$ cat src/rtl/screen_sequencer_pkg.sv
// Shared screen codes and player count for the sequencer, end-game and display logic.
// Also holds the priority helper used to pick a single winner.
package screen_sequencer_pkg;

    localparam int NUM_PLAYERS = 4;

    localparam logic [1:0] SCREEN_WELCOME   = 2'b00;
    localparam logic [1:0] SCREEN_COUNTDOWN = 2'b11;
    localparam logic [1:0] SCREEN_GAME      = 2'b01;
    localparam logic [1:0] SCREEN_END       = 2'b10;

    typedef enum logic [1:0] {
        ST_WELCOME   = SCREEN_WELCOME,
        ST_COUNTDOWN = SCREEN_COUNTDOWN,
        ST_GAME      = SCREEN_GAME,
        ST_END       = SCREEN_END
    } screen_e;

    // Keeps only the lowest set bit, so player 0 wins a tie.
    function automatic logic [NUM_PLAYERS-1:0] lowest_onehot(input logic [NUM_PLAYERS-1:0] v);
        return v & (~v + NUM_PLAYERS'(1));
    endfunction

endpackage

$ cat src/rtl/screen_sequencer_if.sv
// Player-facing bus of the screen sequencer: button/finish/reset-request inputs
// and the registered screen, winner, countdown and game-start outputs.
interface screen_sequencer_if;
    import screen_sequencer_pkg::*;

    logic [NUM_PLAYERS-1:0] btn_player;
    logic [NUM_PLAYERS-1:0] player_finished;
    logic                   trigger_reset_all;
    logic [1:0]             current_screen;
    logic [NUM_PLAYERS-1:0] winner;
    logic [1:0]             countdown_step;
    logic                   game_started;

    modport master (
        output btn_player, player_finished, trigger_reset_all,
        input  current_screen, winner, countdown_step, game_started
    );

    modport slave (
        input  btn_player, player_finished, trigger_reset_all,
        output current_screen, winner, countdown_step, game_started
    );

endinterface

$ cat src/rtl/screen_sequencer_button_edge_detect.sv
// Rising-edge detector for the player buttons; the history register resets to
// all ones so a button held through reset is not seen as a press.
module button_edge_detect #(
    parameter int WIDTH = 4
) (
    input  logic             clk,
    input  logic             reset,
    input  logic [WIDTH-1:0] btn,
    output logic [WIDTH-1:0] press
);

    logic [WIDTH-1:0] btn_prev;

    // NOTE: reset is synchronous, so it lives inside the clocked block and is
    // only seen on a rising edge, never as an asynchronous sensitivity.
    always_ff @(posedge clk) begin
        if (reset) begin
            btn_prev <= '1;
        end else begin
            btn_prev <= btn;
        end
    end

    assign press = btn & ~btn_prev;

endmodule

$ cat src/rtl/screen_sequencer.sv
// Screen state machine: WELCOME -> (COUNTDOWN) -> GAME -> END -> WELCOME.
// Define SCREEN_COUNTDOWN_EN to include the 3-2-1 countdown screen and its counter.
module screen_sequencer
    import screen_sequencer_pkg::*;
#(
    parameter int COUNTDOWN_CLK_COUNT = 1
) (
    input  logic               clk,
    input  logic               reset,
    screen_sequencer_if.slave  bus
);

    logic [NUM_PLAYERS-1:0] press;
    screen_e                state;
    logic [NUM_PLAYERS-1:0] winner_q;
    logic                   game_started_q;

    button_edge_detect #(.WIDTH(NUM_PLAYERS)) u_btn (
        .clk   (clk),
        .reset (reset),
        .btn   (bus.btn_player),
        .press (press)
    );

`ifdef SCREEN_COUNTDOWN_EN
    localparam int CNT_W = (COUNTDOWN_CLK_COUNT > 1) ? $clog2(COUNTDOWN_CLK_COUNT) : 1;
    localparam logic [CNT_W-1:0] CNT_LAST = CNT_W'(COUNTDOWN_CLK_COUNT - 1);

    logic [CNT_W-1:0] step_cnt;
    logic [1:0]       step_q;
`endif

    // NOTE: every register here is updated with <= so all of them see the
    // pre-edge values of each other, exactly like the flops they become.
    always_ff @(posedge clk) begin
        if (reset) begin
            state          <= ST_WELCOME;
            winner_q       <= '0;
            game_started_q <= 1'b0;
`ifdef SCREEN_COUNTDOWN_EN
            step_cnt       <= '0;
            step_q         <= 2'd0;
`endif
        end else begin
            game_started_q <= 1'b0;
            case (state)
                ST_WELCOME: begin
                    if (|press) begin
`ifdef SCREEN_COUNTDOWN_EN
                        state    <= ST_COUNTDOWN;
                        step_q   <= 2'd3;
                        step_cnt <= '0;
`else
                        state          <= ST_GAME;
                        game_started_q <= 1'b1;
`endif
                    end
                end
`ifdef SCREEN_COUNTDOWN_EN
                ST_COUNTDOWN: begin
                    // Each step value holds for a full COUNTDOWN_CLK_COUNT cycles.
                    if (step_cnt == CNT_LAST) begin
                        step_cnt <= '0;
                        if (step_q == 2'd1) begin
                            state          <= ST_GAME;
                            step_q         <= 2'd0;
                            game_started_q <= 1'b1;
                        end else begin
                            step_q <= step_q - 2'd1;
                        end
                    end else begin
                        step_cnt <= step_cnt + CNT_W'(1);
                    end
                end
`endif
                ST_GAME: begin
                    if (|bus.player_finished) begin
                        winner_q <= lowest_onehot(bus.player_finished);
                        state    <= ST_END;
                    end
                end
                ST_END: begin
                    if (bus.trigger_reset_all) begin
                        winner_q <= '0;
                        state    <= ST_WELCOME;
                    end
                end
                default: begin
                    state <= ST_WELCOME;
                end
            endcase
        end
    end

    assign bus.current_screen = state;
    assign bus.winner         = winner_q;
    assign bus.game_started   = game_started_q;
`ifdef SCREEN_COUNTDOWN_EN
    assign bus.countdown_step = step_q;
`else
    assign bus.countdown_step = 2'd0;
`endif

endmodule

$ cat src/flat_wrapper.sv
// flat-port wrapper written by rule: the top's interface ports become plain ports
module screen_sequencer_flat import screen_sequencer_pkg::*;
#(
    parameter int COUNTDOWN_CLK_COUNT = 1
)
  (clk, reset, bus_btn_player, bus_player_finished, bus_trigger_reset_all, bus_current_screen, bus_winner, bus_countdown_step, bus_game_started);
  screen_sequencer_if bus_i ();
  input  logic clk;
  input  logic reset;
  input wire logic [$bits(bus_i.btn_player)-1:0] bus_btn_player;
  input wire logic [$bits(bus_i.player_finished)-1:0] bus_player_finished;
  input wire logic [$bits(bus_i.trigger_reset_all)-1:0] bus_trigger_reset_all;
  output wire logic [$bits(bus_i.current_screen)-1:0] bus_current_screen;
  output wire logic [$bits(bus_i.winner)-1:0] bus_winner;
  output wire logic [$bits(bus_i.countdown_step)-1:0] bus_countdown_step;
  output wire logic [$bits(bus_i.game_started)-1:0] bus_game_started;
  assign bus_i.btn_player = bus_btn_player;
  assign bus_i.player_finished = bus_player_finished;
  assign bus_i.trigger_reset_all = bus_trigger_reset_all;
  assign bus_current_screen = bus_i.current_screen;
  assign bus_winner = bus_i.winner;
  assign bus_countdown_step = bus_i.countdown_step;
  assign bus_game_started = bus_i.game_started;
  screen_sequencer #(.COUNTDOWN_CLK_COUNT(COUNTDOWN_CLK_COUNT)) u_core (.clk(clk), .reset(reset), .bus(bus_i));
endmodule
$ cat config.mk
export PLATFORM = sky130hd
export DESIGN_NAME = screen_sequencer_flat
export DESIGN_NICKNAME = d
export VERILOG_FILES = /design/src/rtl/screen_sequencer_pkg.sv /design/src/rtl/screen_sequencer_if.sv /design/src/rtl/screen_sequencer_button_edge_detect.sv /design/src/rtl/screen_sequencer.sv /design/src/flat_wrapper.sv
export SDC_FILE = /design/constraint.sdc
export NUM_CORES = 1
export LEC_CHECK = 0
export ABC_AREA = 0
export BUFFER_PORTS_ARGS = -buffer_cell sky130_fd_sc_hd__buf_2
export CAP_MARGIN = 20
export CORE_AREA = 2 2 39 41
export DETAILED_ROUTE_END_ITERATION = 10
export DIE_AREA = 0 0 41 43
export HOLD_SLACK_MARGIN = 0.03
export SETUP_SLACK_MARGIN = 0.02
export SYNTH_ARGS = -nofsm -noshare
export SYNTH_HDL_FRONTEND = slang
export SYNTH_SLANG_ARGS = --single-unit
$ cat constraint.sdc
create_clock -name clk -period 2.35 [get_ports clk]
set_input_delay 0.5875 -clock clk [delete_from_list [all_inputs] [get_ports clk]]
set_output_delay 0.5875 -clock clk [all_outputs]
set_load 0.03 [all_outputs]
Word level (Yosys, flattened, before mapping). Index checks and enable logic that the tools add are counted.

Bits in registers: 11. Input port bits: 11. Output and inout port bits: 9. Word-level logic and storage cells: 30.

Add/subtract/negate cells: 1. Equality and inequality tests: 5. Muxes and demuxes: 8. Bitwise operators: 5. Reduce and logical (&&, ||, !) cells: 7.

Operators by type and width (number): $and 4x4->4 (2); $mux 4 (2); $not 4->4 (2); $pmux 4 s2 (1); $reduce_or 4->1 (2); $mux 2 (3); $pmux 2 s3 (1); $reduce_and 3->1 (2); $add 4x1->4 const B (1); $ne 2x1->1 const B (2); $eq 2x1->1 const B (1); $eq 2x2->1 const B (1); $logic_not 2->1 (1); $ne 2x2->1 const B (1); $reduce_bool 2->1 (1); $reduce_or 2->1 (1); $mux 1 (1); $not 1->1 (1).

Longest topological paths before layout.
Depth after elaboration: 5. Depth in mapped cells: 3. Mapped depth without buffers: 3.

Hierarchy. A second synthesis with hierarchy kept.

Cells, all modules: 51. Area, all modules: 485.5 um^2.

Modules (own cells, without submodules): screen_sequencer (instances 1, cells an instance 39, area an instance 355.3 um^2, seq. area each 140.1 um^2); button_edge_detect (instances 1, cells an instance 12, area an instance 130.1 um^2, seq. area each 80.1 um^2).

Least setup slack after synthesis. OpenSTA, ideal clock, no wires.

Path kind: input port to flip-flop. Start point: input port bus_player_finished[2]. End point: register u_core.state[0] (netlist: u_core.bus.current_screen[0]). Setup time: 0.066 ns. Arrival time: 1.511 ns. Data required time: 2.284 ns. Setup slack: 0.773 ns. Cell stages on the path: 3. Path buffers: 0. Cell sequence: or4_4 a211o_1 a21oi_2.

Word-level cells in the longest chain between the ends: 3.

RTL lines: start, declared (RTL line flat_wrapper.sv:11) `input wire logic [$bits(bus_i.player_finished)-1:0] bus_player_finished;`; $reduce_or 4->1 (RTL line screen_sequencer.sv:77) `if (|bus.player_finished) begin`; $ne 2x1->1 (no source line); $reduce_and 3->1 (no source line); end signal, assigned (RTL line screen_sequencer.sv:79) `state <= ST_END;`; end signal, assigned (RTL line screen_sequencer.sv:85) `state <= ST_WELCOME;`; end signal, assigned (RTL line screen_sequencer.sv:89) `state <= ST_WELCOME;`; end, declared (RTL line screen_sequencer.sv:14) `screen_e state;`.

Every way passes these cells. A chain may end at the register's enable or synchronous reset.

Final worst setup path.
Start point: register u_core.state[0] (netlist: u_core.bus.current_screen[0]). End point: output port bus_current_screen[0].

RTL lines: start signal, assigned (RTL line screen_sequencer.sv:37) `state <= ST_WELCOME;`; start signal, assigned (RTL line screen_sequencer.sv:54) `state <= ST_GAME;`; start signal, assigned (RTL line screen_sequencer.sv:79); end, declared (RTL line flat_wrapper.sv:13) `output wire logic [$bits(bus_i.current_screen)-1:0] bus_current_screen;`.

No word-level cell between the ends.

==> qor.yml <==
outcome:
  status: "completed"
worst_setup_path:
  crit_buf_inv: 1
  startpoint_type: "flip-flop"
  cp_data_arrival_time_ps: 910
  cp_max_fo: 7
  timing_worst_setup_path_type: "flip-flop to output port"
  worstPathRequired_ps: 1760
  cp.depth: 1
  r2r_slack_ps: 1130
  end_kind: "output port"
  cp_top_family: "flip-flops"
  crit_path_top_delay_cell: "dfxtp_1"
  r2r_end: "u_core.bus.current_screen[0]"
  timing.rr.start: "u_core.u_btn.btn_prev[3]"
  reg2regPathDepth: 3
  slowest_delay_ps: 420
  crit_chain: "buf_2"
grt:
  grt_pass1_wl_um: 1240
  grt_max_degree: 12
  grt_pass1_vias: 314
  grt_use_total_pct: 11.1
  grt_antenna_before_repair: 0
  grt-ovfl-total: 0
detailed_routing:
  routed_via_density: 4.65
  drc: 0
  ant_nets: 0
  drt-wirelength-per-cell_um: 10.2
  routed_wl_um: 823
  drt_iter0_drc: 4
  dr.pass1.iters: 4
  num_vias: 377
layout:
  drive_gt1_share_pct: 46.2
  final_cell_mix: "buf_2 (17), dfxtp_1 (11), inv_1 (5)"
  final_common_cell: "buf_2"
  fin_util_pct: 41.7
  n_antenna_cell: 0
  fillCellCount: 154
  final_nets: 77
  syn2layout_area_growth_pct: 25.3
worst_hold_path:
  hold_path_depth: 1
  holdPathEnd: "u_core.bus.winner[3]"
  hp-class: "flip-flop to flip-flop"
  min_from: "u_core.bus.winner[3]"
cts:
  cts_tree: "built"
  htree_levels: 1
  clock_tree.root_cell: "clkbuf_4"
  tritoncts_num_sinks: 11
  insertion_delay_ps: 260
  cts_resized: 0
  clkTransAtPathRegs_ps: 70
  numCtsBuffers: 3
  cts_buffer_depth: 2
  holdBufCountCts: 0
  postCtsSetupRepairBufs: 0
floorplan:
  io_pins: 20
  die-height_um: 43
  start_util_pct: 33.3
  dieArea_um2: 1760
  fp.coreArea_um2: 1380
  fp.dieW_um: 41
  num_rows: 14
power:
  ir_worst_vdd_uv: 308
  total_leakage_power_uw: 0.000298
  powerDensity_nw_per_um2: 709
timing:
  fin_worst_skew_ps: 5.81
  final.setup.tns_ps: 0
  grt_setup_unrepaired: "no"
  final_max_slew_viol_count: 0
  fmaxAchievable_mhz: 667
  finalCritPeriodShare_pct: 63.8
  relSlewSlack_pct: 52.4
  setup_viol: 0
  worstMarginPinSlew_ps: 696
  fin_crit_ps: 1500
  finalHoldViolations: 0
logic_synthesis:
  yosys_warnings: 0
  synth_top_cell_area_share_pct: 47.8
  yosysTopAreaCell: "dfxtp_1"
  netlist_area_um2: 460
  ys_seq_elements: 11
  seq_area_frac_synth_pct: 47.8
  synth.distinct_cells: 23
  synthCells: 46
  ys_top_cells_by_area: "dfxtp_1 (48%), or2_2 (5.4%), a32o_2 (4.9%), inv_1 (4.1%), nor2b_1 (4.1%)"
  avgSynthCellArea_um2: 10.0
placement:
  gp_congestion: 0.695
  dpl.hpwl_um: 626
  numPortBuffers: 17
run:
  maxCapViolCount: 0
## synth_stat cells
master,number
nor4_1,1
or2_2,4
and4b_1,1
inv_1,5
dfxtp_1,11
nor2b_1,3
and2b_4,1
buf_4,2
a211o_1,1
nand2_1,1
a211oi_2,1
a22o_1,1
a21oi_1,1
nor2_1,2
nand3_1,1
or4_4,1
a32o_2,2
a31o_1,1
clkbuf_1,1
a2111oi_0,1
and3b_1,2
a21oi_2,1
conb_1,1
## worst register-to-register path: cells and delay by family (launching register included)
family,cells,cell delay [ps]
DFF,1,310
buffers and inverters,1,30
AOI/OAI and AO/OA,2,760
## worst max-delay path by stage
stage | start | endpoint | slack, ps
global route | u_core.bus.current_screen[0] | bus_current_screen[0] | 770
finish | u_core.bus.current_screen[0] | bus_current_screen[0] | 850
CTS | u_core.bus.current_screen[0] | bus_current_screen[0] | 840
global placement | bus_player_finished[2] | u_core.bus.winner[2] | 600
floorplan | bus_player_finished[2] | u_core.bus.current_screen[0] | 770
detailed placement | bus_player_finished[2] | u_core.bus.winner[2] | 580
## state kept, by name, summed over array words and instances (netlist names)
register / count
u_core.bus.current_screen: 2
u_core.bus.game_started: 1
u_core.bus.winner: 4
u_core.u_btn.btn_prev: 4
## layer usage
metal  share of wire (%)  vias to the layer above  track usage, %
met5                   0                        -               0
met4                 1.7                        0            10.0
met3                 6.7                        2            4.71
met2                  47                       13            15.6
met1                  44                      168            11.8
li1                    -                      194               -
## layout make-up
class / count / area [um^2] / share of cell area [%]
Clock buffer: 4 / 26.3 / 4.56
Inverter: 5 / 18.8 / 3.25
Multi-Input combinational cell: 28 / 206 / 35.8
Tap cell: 16 / 20.0 / 3.47
Sequential cell: 11 / 220 / 38.2
Timing Repair Buffer: 17 / 85.1 / 14.8
## cell families after synthesis
group | synth area share, %
AO/OA/AOI/OAI | 18.2
other | 0.814
flip-flops | 47.8
buffers and inverters | 8.15
AND/OR/NAND/NOR | 25.0
## stage by stage
step	cell area, um^2	setup slack, ps	hold slack [ps]	std cells	total power [uW]
floorplan	464	773	582	47	265
global placement	551	602	452	77	287
detailed placement	551	581	453	77	286
CTS	577	839	470	81	417
global route	577	770	499	81	435
finish	577	851	466	81	409
## report_power, final
group	switching (uW)	internal, uW
combinational	44.4	30.6
sequential	7.89	198
clock	62.2	65.5
total	114	294
No activity file was read; power rests on OpenSTA's default activity.
